**src/rtl/patch_eq_pkg.sv**
```systemverilog
// Shared types and constants for the ECO patch equivalence harness.
package patch_eq_pkg;

  typedef enum logic [1:0] {
    IDLE   = 2'd0,
    HOLD   = 2'd1,
    CHECK  = 2'd2,
    FINISH = 2'd3
  } state_t;

  // Bit positions of the patch input nets inside stim for the 4-input patch.
  localparam int STIM_N29 = 0;
  localparam int STIM_N31 = 1;
  localparam int STIM_N33 = 2;
  localparam int STIM_N36 = 3;

  localparam int SETTLE_W = 8;

endpackage

```
**src/rtl/patch_settle_timer.sv**
```systemverilog
// Loadable down-counter that reports when it has reached zero.
module patch_settle_timer
  import patch_eq_pkg::*;
#(
  parameter int W = SETTLE_W
) (
  input  logic         clk,
  input  logic         rst_n,
  input  logic         load,
  input  logic [W-1:0] load_val,
  input  logic         dec,
  output logic         zero
);

  logic [W-1:0] count;

  // Load has priority; the counter parks at zero instead of wrapping.
  always_ff @(posedge clk) begin
    if (!rst_n) begin
      count <= '0;
    end else if (load) begin
      count <= load_val;
    end else if (dec && (count != '0)) begin
      count <= count - 1'b1;
    end
  end

  assign zero = (count == '0);

endmodule

```
**config.mk**
```make
export PLATFORM = sky130hd
export DESIGN_NAME = patch_settle_timer
export DESIGN_NICKNAME = d
export VERILOG_FILES = /design/src/rtl/patch_eq_pkg.sv /design/src/rtl/patch_settle_timer.sv
export SDC_FILE = /design/constraint.sdc
export NUM_CORES = 1
export LEC_CHECK = 0
export ABC_AREA = 1
export CAP_MARGIN = 20
export CORE_UTILIZATION = 40
export CTS_CLUSTER_DIAMETER = 30
export DETAILED_ROUTE_END_ITERATION = 16
export DONT_BUFFER_PORTS = 1
export GPL_TIMING_DRIVEN = 1
export PLACE_DENSITY_LB_ADDON = 0.05
export SLEW_MARGIN = 20
export SYNTH_ARGS = -nofsm -noshare
export SYNTH_HDL_FRONTEND = slang
export SYNTH_SLANG_ARGS = --single-unit
```
**constraint.sdc**
```tcl
create_clock -name clk -period 2.84 [get_ports clk]
set_input_delay 0.568 -clock clk [delete_from_list [all_inputs] [get_ports clk]]
set_output_delay 0.568 -clock clk [all_outputs]
set_load 0.02 [all_outputs]
```
# Word-level counts from Yosys, hierarchy flattened

Cells that the tools add are included.

$add $sub $neg: 1
Multiplexer cells: 2
Reduce and logical (&&, ||, !) cells: 4

Operators by type and width:

| cell                                             | number |
|---|---|
| 2-to-1 mux 8 bit                                 | 2 |
| logical NOT 8 bit                                | 1 |
| nonzero test 8 bit                               | 1 |
| subtractor 8 x 1 -> 8 bit, second input constant | 1 |
| nonzero test 2 bit                               | 1 |
| logical AND 1 bit                                | 1 |

Register bits: 8
Input port bits: 12
Output and inout bits: 1

# Depth between registers and ports, before layout

Gate-level depths: netlist of the first run.

Depth in word-level cells: 4
Gate-level depth with buffers: 10
Depth with buffers taken out: 10

# Worst setup path after synthesis of the first run

Ideal clock, no wire load.

Kind: reg2out
Start point: reg count[0]
End point: out zero
Arrival: 0.973 ns
Required time: 2.272 ns
Setup slack: 1.299 ns
Stages on the path, launching flop included: 5
Buffers on the path: 0
Cell sequence: dfxtp_1 -> inv_1 -> ha_1 -> nand2_1 -> nor2_1

Cells in the longest elaborated chain, start to end: 1

Ends and longest elaborated chain:

| element                  | RTL line                 | RTL |
|---|---|---|
| start: declaration       | patch_settle_timer.sv:15 | `logic [W-1:0] count;` |
| start signal: assignment | patch_settle_timer.sv:22 | `count <= load_val;` |
| start signal: assignment | patch_settle_timer.sv:24 | `count <= count - 1'b1;` |
| logical NOT 8 bit        | patch_settle_timer.sv:28 | `assign zero = (count == '0);` |
| end: declaration         | patch_settle_timer.sv:12 | `output logic zero` |

No other way between the ends.

# Worst setup path after layout of the first run

Ends and elaborated chain as after synthesis.

==> results.sh, run 1 <==
export IMPL_status="completed"
export IMPL_power_uw=342.9
export IMPL_drt_pass1_iter_count=4
export IMPL_synth_avg_cell_area_sq_um=5.775
export IMPL_post_dp_cell_area_sq_um=615.6
export IMPL_reg2reg_depth=9
export IMPL_seq_power_share=0.395
export IMPL_first_global_vias=452
export IMPL_synth_common_cells="32 x nand2_1, 15 x nand3_1, 14 x nor2_1, 13 x inv_1, 8 x dfxtp_1"
export IMPL_finalHoldViolCount=0
export IMPL_hold_depth=2
export IMPL_start_util=0.4449
export IMPL_yosysSeqAreaShare=0.2667
export IMPL_cts_clk_slew_worst_paths_ns=0.06
export IMPL_rrSetupSlack_ns=1.28
export IMPL_cp_cell_sequence="inv_1 > ha_1 > nand2_1 > nor2_1"
export IMPL_timing_critical_path_to="zero"
export IMPL_skew_ns=0.001860
export IMPL_critPathMaxFanout=7
export IMPL_synth_top_area_share=0.2667
export IMPL_p_comb_frac=0.337
export IMPL_synth_most_common_cell="nand2_1"
export IMPL_grt_max_degree=11
export IMPL_relSlewSlack=0.7079
export IMPL_die_y_microns=40.75
export IMPL_layout_drive_gt1_share=0.1038
export IMPL_area_growth_pct=6.250
export IMPL_max_freq_mhz=525.6
export IMPL_p_sw_frac=0.3739
export IMPL_post_cts_resized=0
export IMPL_p_leak_nw=0.3426
export IMPL_critPathArrivalTime_ns=1.33
export IMPL_routabilityCongestion=0.8541
export IMPL_largest_reg_flops=8
export IMPL_wl_per_cell_microns=11.16
export IMPL_syn_num_nets=118
export IMPL_cp_end_kind="primary output"
export IMPL_yosys_warnings=0
export IMPL_clkPwrFrac=0.268
export IMPL_topRoutingLayerUsed="met4"
export IMPL_required_ns=2.27
export IMPL_clk_path_buf_depth=2
export IMPL_ant_nets=0
export IMPL_diodes=0
export IMPL_p_int_uw=214.7
export IMPL_path_class="reg2out"
export IMPL_drt_iter0_drc=13
export IMPL_grt_pass1_wl_microns=1987
export IMPL_finalSetupTns_ns=0
export IMPL_period_share=0.6700
export IMPL_nNetsFinal=122
export IMPL_antenna_found_initial=0
export IMPL_root_buffer="clkbuf_4"
export IMPL_multi_input_area_sq_um=375.4
export IMPL_hold_slack_ns=0.4077
export IMPL_cts_htree_levels=1
export IMPL_reg_top3="count: 8 flops"
export IMPL_ys_flop_type="dfxtp_1"
export IMPL_synth_area_leaders="dfxtp_1 27%, nand2_1 20%, nand3_1 13%, nor2_1 8.8%, inv_1 8.1%"
export IMPL_postCtsHoldBufs=0
export IMPL_gr_total_overflow=0
export IMPL_cp_depth=4
export IMPL_die_area_sq_um=1661
export IMPL_drc=0
export IMPL_port_buffers=0
export IMPL_cp_top_family="simple AND/OR/NAND/NOR gates"
export IMPL_ys_ff_latch=8
export IMPL_timing_final_crit_period_ns=1.903
export IMPL_core_area_sq_um=1350
export IMPL_cpPeakStageDelay_ns=0.36
export IMPL_hpwl_microns=1050
export IMPL_synth_cell_type_count=18
export IMPL_ios=13
export IMPL_worstMarginPinSlew_ns=0.4366
export IMPL_maxSlewViolCount=0
export IMPL_die_w_microns=40.75
export IMPL_syn_inst=104
export IMPL_netlist_area_sq_um=600.6
export IMPL_power_per_cell_area_nw_per_um2=537.3
export IMPL_fin_ws_ns=0.9372
export IMPL_r2r_start="count[0]"
export IMPL_cts_tree="yes"
export IMPL_startpoint="count[0]"
export IMPL_synthArstFlopShare=0
export IMPL_start_kind="flop"
export IMPL_top_register="count"
export IMPL_dp_slack_ns=1.217
export IMPL_min_delay_path_class="in2reg"
export IMPL_final_cell_area_sq_um=638.1
export IMPL_row_count=13
export IMPL_r2r_end="count[6]"
export IMPL_cts_inserted_buffers=3
export IMPL_met2_length_microns=545
export IMPL_nFillCells=154
export IMPL_crit_buf_inv=1
export IMPL_routed_via_count=584
export IMPL_clock_latency_ns=0.26
export IMPL_cts_setup_buffers=0
export IMPL_final_setup_viol_count=0
export IMPL_grt_setup_unrepaired="no"
export IMPL_irDropWorstVdd_uv=306.1
export IMPL_slowest_stage="nor2_1"
export IMPL_clock_sinks=8
export IMPL_wirelength_microns=1350
export IMPL_synth_top_cell_by_area="dfxtp_1"
export IMPL_vias_per_cell=4.826
export IMPL_grtUsageTotal=0.1871
export IMPL_regArea_sq_um=160.2
export IMPL_synth_edf_count=0
export IMPL_routed_wl_met3_microns=57
export IMPL_wl_met1_microns=730
export IMPL_maxCapViolCount=0
export IMPL_p_sw_uw=128.2
==> cell families after synthesis <==
logic type               count (synthesis)  synth area share
AND/OR/NAND/NOR                         69            0.5104
buffers and inverters                   17            0.1083
flip-flops                               8            0.2667
AO/OA/AOI/OAI                            7           0.05831
adder cells (fa/ha/maj)                  2           0.04166
XOR/XNOR                                 1           0.01459
==> cells in the final DEF (no fill, tap or decap), drive strengths merged, types with 2 or more instances in the layout <==
master and instances:
dfxtp 8, clkbuf 3, nand3 15, ha 2
nand4 2, o21ai 4, inv 15, nor2 15
nand2 36, a21oi 3
==> power by group through the flow <==
stage               Combinational (mW)  Sequential (mW)  Clock, mW
global placement                 0.116            0.137          0
finish                           0.116            0.135     0.0918
floorplan                        0.100            0.135          0
CTS                              0.116            0.135     0.0962
global route                     0.134            0.137     0.0998
detailed placement               0.115            0.138          0
==> metal layers <==
| layer | GRT usage | up-vias |
|---|---|---|
| li1 | - | 329 |
| met1 | 0.2736 | 242 |
| met2 | 0.2421 | 11 |
| met3 | 0.06522 | 2 |
| met4 | 0.07500 | 0 |
| met5 | 0 | - |
==> worst min path at each step <==
stage | start | end | slack, ns
final | rst_n | count[5] | 0.41
after global placement | count[0] | count[0] | 0.48
after floorplan | count[0] | count[0] | 0.47
after CTS | rst_n | count[5] | 0.40
after global routing | rst_n | count[5] | 0.40
after detailed placement | count[0] | count[0] | 0.50
==> final cells by class <==
cell class / count / area share
clock buffers: 3 / 0.03529
inverters: 16 / 0.09608
multi-input cells: 79 / 0.5882
flip-flops and latches: 8 / 0.2510
well taps: 15 / 0.02941
==> through the flow <==
step / instances / utilization
floorplan: 104 / -
global placement: 118 / 0.4560
detailed placement: 118 / 0.4560
CTS: 121 / 0.4727
global route: 121 / 0.4727
finish: 121 / 0.4727
Power figures use the tool's default switching activity.
==> run 2, diff against run 1 <==
- clock period: 2.84 -> 1.7 ns (I/O delays scaled with it)
==> run 2 against run 1 <==
Worst hold slack got worse by 0.22 ns. First-iteration DRC count did not move. Sequential share of layout area decreased by 0.29 points. Via count up 3.3%. Clock skew is 0.00067 ns lower. Highest routed layer unchanged.
==> results.sh, run 2 (synthesis results as in run 1) <==
export IMPL_path_class="reg2out"
export IMPL_worstMarginPinSlew_ns=0.2245
export IMPL_port_buffers=0
export IMPL_min_delay_path_class="in2reg"
export IMPL_cts_tree="yes"
export IMPL_drt_pass1_iter_count=5
export IMPL_die_w_microns=40.75
export IMPL_gr_total_overflow=0
export IMPL_grt_max_degree=11
export IMPL_die_y_microns=40.75
export IMPL_required_ns=1.36
export IMPL_grt_setup_unrepaired="no"
export IMPL_hold_slack_ns=0.1859
export IMPL_start_util=0.4449
export IMPL_skew_ns=0.001193
export IMPL_start_kind="flop"
export IMPL_die_area_sq_um=1661
export IMPL_grtUsageTotal=0.1991
export IMPL_nFillCells=155
export IMPL_status="completed"
export IMPL_maxSlewViolCount=0
export IMPL_power_uw=574.7
export IMPL_layout_drive_gt1_share=0.1215
export IMPL_core_area_sq_um=1350
export IMPL_fin_ws_ns=0.1251
export IMPL_final_setup_viol_count=0
export IMPL_p_comb_frac=0.348
export IMPL_first_global_vias=499
export IMPL_finalSetupTns_ns=0
export IMPL_finalHoldViolCount=0
export IMPL_p_leak_nw=0.3474
export IMPL_reg_top3="count: 8 flops"
export IMPL_wirelength_microns=1364
export IMPL_irDropWorstVdd_uv=422.0
export IMPL_clk_path_buf_depth=2
export IMPL_seq_power_share=0.396
export IMPL_cts_clk_slew_worst_paths_ns=0.06
export IMPL_slowest_stage="dfxtp_1"
export IMPL_routabilityCongestion=0.8019
export IMPL_cts_htree_levels=1
export IMPL_area_growth_pct=7.500
export IMPL_cts_setup_buffers=0
export IMPL_grt_pass1_wl_microns=2063
export IMPL_ant_nets=0
export IMPL_ios=13
export IMPL_postCtsHoldBufs=0
export IMPL_largest_reg_flops=8
export IMPL_wl_per_cell_microns=11.18
export IMPL_critPathArrivalTime_ns=1.23
export IMPL_critPathMaxFanout=5
export IMPL_period_share=0.9264
export IMPL_relSlewSlack=0.8498
export IMPL_cp_end_kind="primary output"
export IMPL_cts_inserted_buffers=3
export IMPL_power_per_cell_area_nw_per_um2=890.2
export IMPL_clock_latency_ns=0.25
export IMPL_vias_per_cell=4.943
export IMPL_drc=0
export IMPL_clkPwrFrac=0.256
export IMPL_row_count=13
export IMPL_timing_final_crit_period_ns=1.575
export IMPL_p_sw_uw=211.1
export IMPL_hpwl_microns=1073
export IMPL_layout_common_cells="32 x nand2_1, 15 x nand3_1, 14 x nor2_1"
export IMPL_routed_via_count=603
export IMPL_nNetsFinal=123
export IMPL_cp_cell_sequence="nor2_2 > nand2_2 > nor2_1 > buf_4"
export IMPL_cpPeakStageDelay_ns=0.35
export IMPL_p_sw_frac=0.3674
export IMPL_root_buffer="clkbuf_4"
export IMPL_max_freq_mhz=635.0
export IMPL_top_register="count"
export IMPL_final_core_util=0.4782
export IMPL_dp_slack_ns=0.3631
export IMPL_clock_sinks=8
export IMPL_antenna_found_initial=0
export IMPL_final_common_cell="nand2_1"
export IMPL_drt_iter0_drc=13
export IMPL_maxCapViolCount=0
export IMPL_p_int_uw=363.6
export IMPL_diodes=0
## run 2: critical path: cells and delay by family (launching register included)
family                 cells  cell delay (ns)
flip-flops                 1             0.35
buffers and inverters      1             0.16
AND/OR/NAND/NOR            3             0.47
## run 2: final cells by class
cell class | instances | area, sq um | share of cell area
Sequential cell | 8 | 160.2 | 0.2481
Multi-Input combinational cell | 79 | 375.4 | 0.5814
Tap cell | 15 | 18.77 | 0.02907
Clock buffer | 3 | 22.52 | 0.03488
Timing Repair Buffer | 1 | 7.507 | 0.01163
Inverter | 16 | 61.31 | 0.09496
## run 2: worst paths after layout
check / cells after the start / slack [ns] / end / start
setup / recovery: 4 / 0.13 / zero / count[2]
hold / removal: 2 / 0.19 / count[6] / rst_n
setup reg to reg: 10 / 0.40 / count[1] / count[1]
hold reg to reg: 2 / 0.51 / count[0] / count[0]
## run 2: repair_timing
item | in CTS | in global routing
gates resized for setup | 0 | 1
endpoints found under the setup margin | 0 | 1
hold endpoints to repair | 0 | 0
## run 2: metrics by stage
stage,cell area [sq um],std cells
after floorplan,600.6,104
after global placement,623.1,119
after detailed placement,623.1,119
after CTS,645.6,122
after global routing,645.6,122
final,645.6,122
## run 2: layer usage
| layer | wire [microns] | track usage |
|---|---|---|
| met1 | 725 | 0.2664 |
| met2 | 563 | 0.2897 |
| met3 | 61 | 0.05435 |
| met4 | 13 | 0.1000 |
| met5 | 0 | 0 |
## run 2: power groups by stage
| stage | sequential [mW] | clock, mW | combinational (mW) |
|---|---|---|---|
| floorplan | 0.225 | 0 | 0.167 |
| global placement | 0.231 | 0 | 0.201 |
| detailed placement | 0.231 | 0 | 0.200 |
| CTS | 0.227 | 0.152 | 0.202 |
| global route | 0.230 | 0.165 | 0.230 |
| finish | 0.227 | 0.147 | 0.200 |
==> patch 1 (flow settings as in run 1) <==
The package constant `SETTLE_W` goes from 8 to 12.
--- a/src/rtl/patch_eq_pkg.sv
+++ b/src/rtl/patch_eq_pkg.sv
@@ -16,3 +16,3 @@
 
-  localparam int SETTLE_W = 8;
+  localparam int SETTLE_W = 12;
 
Interface: changed (resized load_val); port bits go from 13 to 17. No check against the original RTL was run, so the function may have changed too.
==> patch 1 against run 1 <==
- wire length rose by 50%
- sequential cell count grew 4
- sequential power grew 50%
- final area is 50% higher
- area after synthesis up 51%
- die area up 49%
- maximum frequency decreased by 6.9%
- total power increased by 48%
- final cell count grew 45%
- setup slack got worse by 0.14 ns
==> patch 1: results (changes against run 1) <==
| Metric | Value |
|---|---|
| Status | `finished clean` |
| Synth area leaders | `dfxtp_1 26%, nand2_1 15%, nor2_1 9.5%, a21oi_1 7.2%, nand3_1 7.2%` |
| Wirelength, routed | `2025 um (+50%)` |
| Wire length of the first global-routing pass | `3353 um (+69%)` |
| Peak supply drop | `237.0 uV (-23%)` |
| List of most frequent post-synthesis cells | `36 x nand2_1, 23 x nor2_1, 15 x inv_1` |
| DPL Wire Length | `1567 um (+49%)` |
| Design internal power | `0.3246 mW (+51%)` |
| Cell count of the worst reg-to-reg path | `10 (+1)` |
| Delay of the slowest critical-path stage | `0.33 ns (-0.03 ns)` |
| Register-to-register setup slack | `1.30 ns (+0.02 ns)` |
| CP max FO | `4 (-3)` |
| Vias in the first global route | `766 (+69%)` |
| Fraction of final layout cells sized beyond drive strength 1 | `14.77% (+4.4 points)` |
| Nets@finish | `168 (+38%)` |
| Leakage component of the power | `0.4492 nW (+31%)` |
| Minimum hold slack | `0.3861 ns (-0.02159 ns)` |
| Sequential element share of the synthesized area | `26.41% (-0.26 points)` |
| Via-per-instance ratio | `5.017 (+3.9%)` |
| Slowest-stage cell, CP | `dfxtp_1` |
| Post-placement setup slack | `1.111 ns (-0.1063 ns)` |
| Clock insertion delay at the later pin of the skew report | `0.28 ns (+0.02 ns)` |
| Crit Reg-Reg Endpoint | `count[1]` |
| Biggest regs | `count: 12 flops` |
| Final weighted congestion in routability-driven placement | `0.8143 (-4.7%)` |
| Endpoint arrival time on the critical path | `1.48 ns (+0.15 ns)` |
| Largest net degree at the start of global routing | `16 (+5)` |
| Unique masters post-synth | `25 (+7)` |
| # Post-CTS Setup Buffers | `0 (unchanged)` |
[patch 1: changes by cell type in the layout (fill, tap and decap cells not counted), moves of 4 or more]
cell	delta
nand2_1	+4
nor2_2	+4
a21oi_1	+10
nor2_1	+9
dfxtp_1	+4
[patch 1: final cells by class]
type / count / area (um^2)
clock buffer: 4 / 36.28
fill: 239 / 1084
inverter: 18 / 68.82
multi-input combinational: 114 / 571.8
sequential: 12 / 240.2
tap: 27 / 33.78
timing repair buffer: 1 / 7.507
[patch 1: logic make-up after synthesis]
kind of cell | share of synthesized area (%)
fa+ha+maj | 2.751
buf+inv | 10.73
xor+xnor | 3.852
simple gates | 43.47
compound gates | 12.79
flops | 26.41
[patch 1: worst max path at each step]
stage          startpoint    to  slack [ns]  cells after the start
5_1_grt          count[0]  zero        0.70                      5
4_1_cts          count[0]  zero        0.79                      5
6_report         count[0]  zero        0.80                      5
3_3_place_gp     count[0]  zero        1.09                      5
2_1_floorplan    count[0]  zero        0.94                      4
3_5_place_dp     count[0]  zero        1.11                      5
[patch 1: power groups by stage]
stage	registers, mW	clock network (mW)	logic (mW)
floorplan	0.202	0	0.144
global placement	0.206	0	0.164
detailed placement	0.207	0	0.165
CTS	0.203	0.146	0.166
global route	0.206	0.153	0.189
finish	0.203	0.139	0.164
[patch 1: layer usage]
metal / global-route usage, % / part of all wire [%]
met3: 4.630 / 4.2
met1: 23.50 / 48
met4: 5.714 / 0.44
met5: 0 / 0
met2: 29.05 / 47
[patch 1: stage by stage]
stage / instance area (um^2) / instances / utilization (%)
after global routing: 958.4 / 176 / 46.94
after CTS: 958.4 / 176 / 46.94
after detailed placement: 922.1 / 172 / 45.16
after floorplan: 909.6 / 147 / -
final: 958.4 / 176 / 46.94
after global placement: 922.1 / 172 / 45.16
==> patch 2 (config.mk and constraints of run 1) <==
Without the edit above. Register the inputs `load`, `load_val` and `dec` before use. The logic sees them one clock later.
--- a/src/rtl/patch_settle_timer.sv
+++ b/src/rtl/patch_settle_timer.sv
@@ -14,2 +14,12 @@
 
+  logic load_q;
+  logic [W-1:0] load_val_q;
+  logic dec_q;
+
+  always_ff @(posedge clk) begin
+    load_q     <= load;
+    load_val_q <= load_val;
+    dec_q      <= dec;
+  end
+
   logic [W-1:0] count;
@@ -20,5 +30,5 @@
       count <= '0;
-    end else if (load) begin
-      count <= load_val;
-    end else if (dec && (count != '0)) begin
+    end else if (load_q) begin
+      count <= load_val_q;
+    end else if (dec_q && (count != '0)) begin
       count <= count - 1'b1;
Check against the original RTL: not equivalent (Yosys sat finds a counterexample within 4 cycles, from zero or initial values and one cycle with rst_n low).
==> patch 2 against run 1 <==
- setup slack worse by 0.030 ns
- largest cell class unchanged
- sequential cell count increased by 10
- sequential power grew 110%
- total power rose by 63%
- core utilization is 0.72 points higher
- sequential share of layout area grew 17 points
- area after synthesis rose by 33%
- wire length up 4.1%
- final area up 35%
- via count increased by 8.6%
- clock skew shrank 0.0012 ns
==> patch 2: results (changes against run 1) <==
| Metric | Value |
|---|---|
| Post-route setup TNS | `0 ns (unchanged)` |
| Number of warnings reported in the yosys synthesis log | `0 (unchanged)` |
| Largest net degree at the start of global routing | `11 (unchanged)` |
| Final weighted congestion in routability-driven placement | `0.8172 (-4.3%)` |
| Proportion of synthesized flip-flops having asynchronous set or reset | `0% (unchanged)` |
| Leakage component of the power | `0.4342 nW (+27%)` |
| CP startpoint | `count[0]` |
| Endpoint arrival time on the critical path | `1.37 ns (+0.04 ns)` |
| Vias after detailed routing | `634 (+8.6%)` |
| Post-synth net total | `128 (+8.5%)` |
| Vias in the first global route | `549 (+21%)` |
| Synth area leaders | `dfxtp_1 45%, nand2_1 15%, nand3_1 9.4%, nor2_1 6.6%, inv_1 6.1%` |
| Initial antenna violation count | `0 (unchanged)` |
| Max Clock Skew | `0.0007016 ns (-0.001159 ns)` |
| CTS root buf | `clkbuf_4` |
| DPL Wire Length | `1099 um (+4.6%)` |
| Cell count of the worst reg-to-reg path | `9 (unchanged)` |
| Number of I/O port buffers | `0 (unchanged)` |
| Sequential element share of the synthesized area | `45.00% (+18 points)` |
| Status | `finished clean` |
| Total clock buffers created by CTS | `3 (unchanged)` |
| Biggest regs | `count: 8 flops, load_val_q: 8 flops` |
| Wire length of the first global-routing pass | `2318 um (+17%)` |
| List of most frequent post-synthesis cells | `32 x nand2_1, 18 x dfxtp_1, 15 x nand3_1` |
| Clock insertion delay at the later pin of the skew report | `0.28 ns (+0.02 ns)` |
| Clock tree buffer depth | `2 (unchanged)` |
| Crit Reg-Reg Endpoint | `count[5]` |
| Max-Slew Margin vs Limit | `72.01% (+1.2 points)` |
| Antenna diode count | `0 (unchanged)` |
| Number of cells upsized or downsized after cts | `0 (unchanged)` |
| Number of iterations in the first detailed-routing pass | `4 (unchanged)` |
| Clock transition at path regs | `0.10 ns (+0.04 ns)` |
| Unique masters post-synth | `18 (unchanged)` |
| Number of levels the H-tree was split into | `1 (unchanged)` |
| Tot GR Track Use | `15.10% (-3.6 points)` |
| Fraction of final layout cells sized beyond drive strength 1 | `10.26% (-0.12 points)` |
| Instance area after placement | `828.3 um^2 (+35%)` |
| Congestion Overflow GR | `0 (unchanged)` |
| Switching Power | `0.1659 mW (+29%)` |
| Wirelength, routed | `1406 um (+4.1%)` |
| Register-to-register setup slack | `1.28 ns (about the same)` |
| Initial detailed-routing violation count | `5 (-8)` |
| Peak supply drop | `253.9 uV (-17%)` |
[patch 2: cell types whose count changed after synthesis, sizes merged]
cell,change
dfxtp,+10
[patch 2: kinds of logic after synthesis]
kind of cell | share of synthesized area [%]
compound gates | 4.373
fa+ha+maj | 3.125
flops | 45.00
buf+inv | 8.125
simple gates | 38.28
xor+xnor | 1.094
[patch 2: through the flow]
step | cells | worst slack [ns]
2_1_floorplan | 114 | 1.299
3_3_place_gp | 138 | 1.241
3_5_place_dp | 138 | 1.224
4_1_cts | 142 | 0.8878
5_1_grt | 142 | 0.8116
6_report | 142 | 0.9068
[patch 2: worst max-delay path: stages (launching register included)]
cell and delay (ns):
dfxtp_1 0.32, inv_1 0.16, ha_1 0.18, nand2_1 0.07, nor2_1 0.35
[patch 2: how the worst min path moves through the flow]
stage / endpoint / cells after the start / start / slack [ns]
after floorplan: count[0] / 2 / count[0] / 0.47
after global placement: count[0] / 2 / count[0] / 0.49
after detailed placement: count[0] / 2 / count[0] / 0.48
after CTS: load_val_q[7] / 0 / load_val[7] / 0.28
after global routing: load_val_q[1] / 0 / load_val[1] / 0.28
final: load_val_q[1] / 0 / load_val[1] / 0.30
[patch 2: final cells by class]
type                    count  area [um^2]
clock buffers               4        36.28
fillers                   190        937.1
inverters                  16        61.31
multi-input cells          79        375.4
flip-flops and latches     18        360.3
well taps                  25        31.28
[patch 2: routing by layer]
layer	vias up	global-route usage (%)	wire [um]
met5	-	0	0
met4	0	6.857	12
met3	2	2.692	42
met2	13	22.22	613
met1	259	21.51	738
li1	360	-	-
[patch 2: power groups by stage]
stage	Combinational, mW	Sequential (mW)	Clock [mW]
6_report	0.116	0.287	0.154
5_1_grt	0.136	0.290	0.172
3_3_place_gp	0.116	0.293	0
2_1_floorplan	0.0997	0.288	0
4_1_cts	0.117	0.287	0.164
3_5_place_dp	0.116	0.293	0
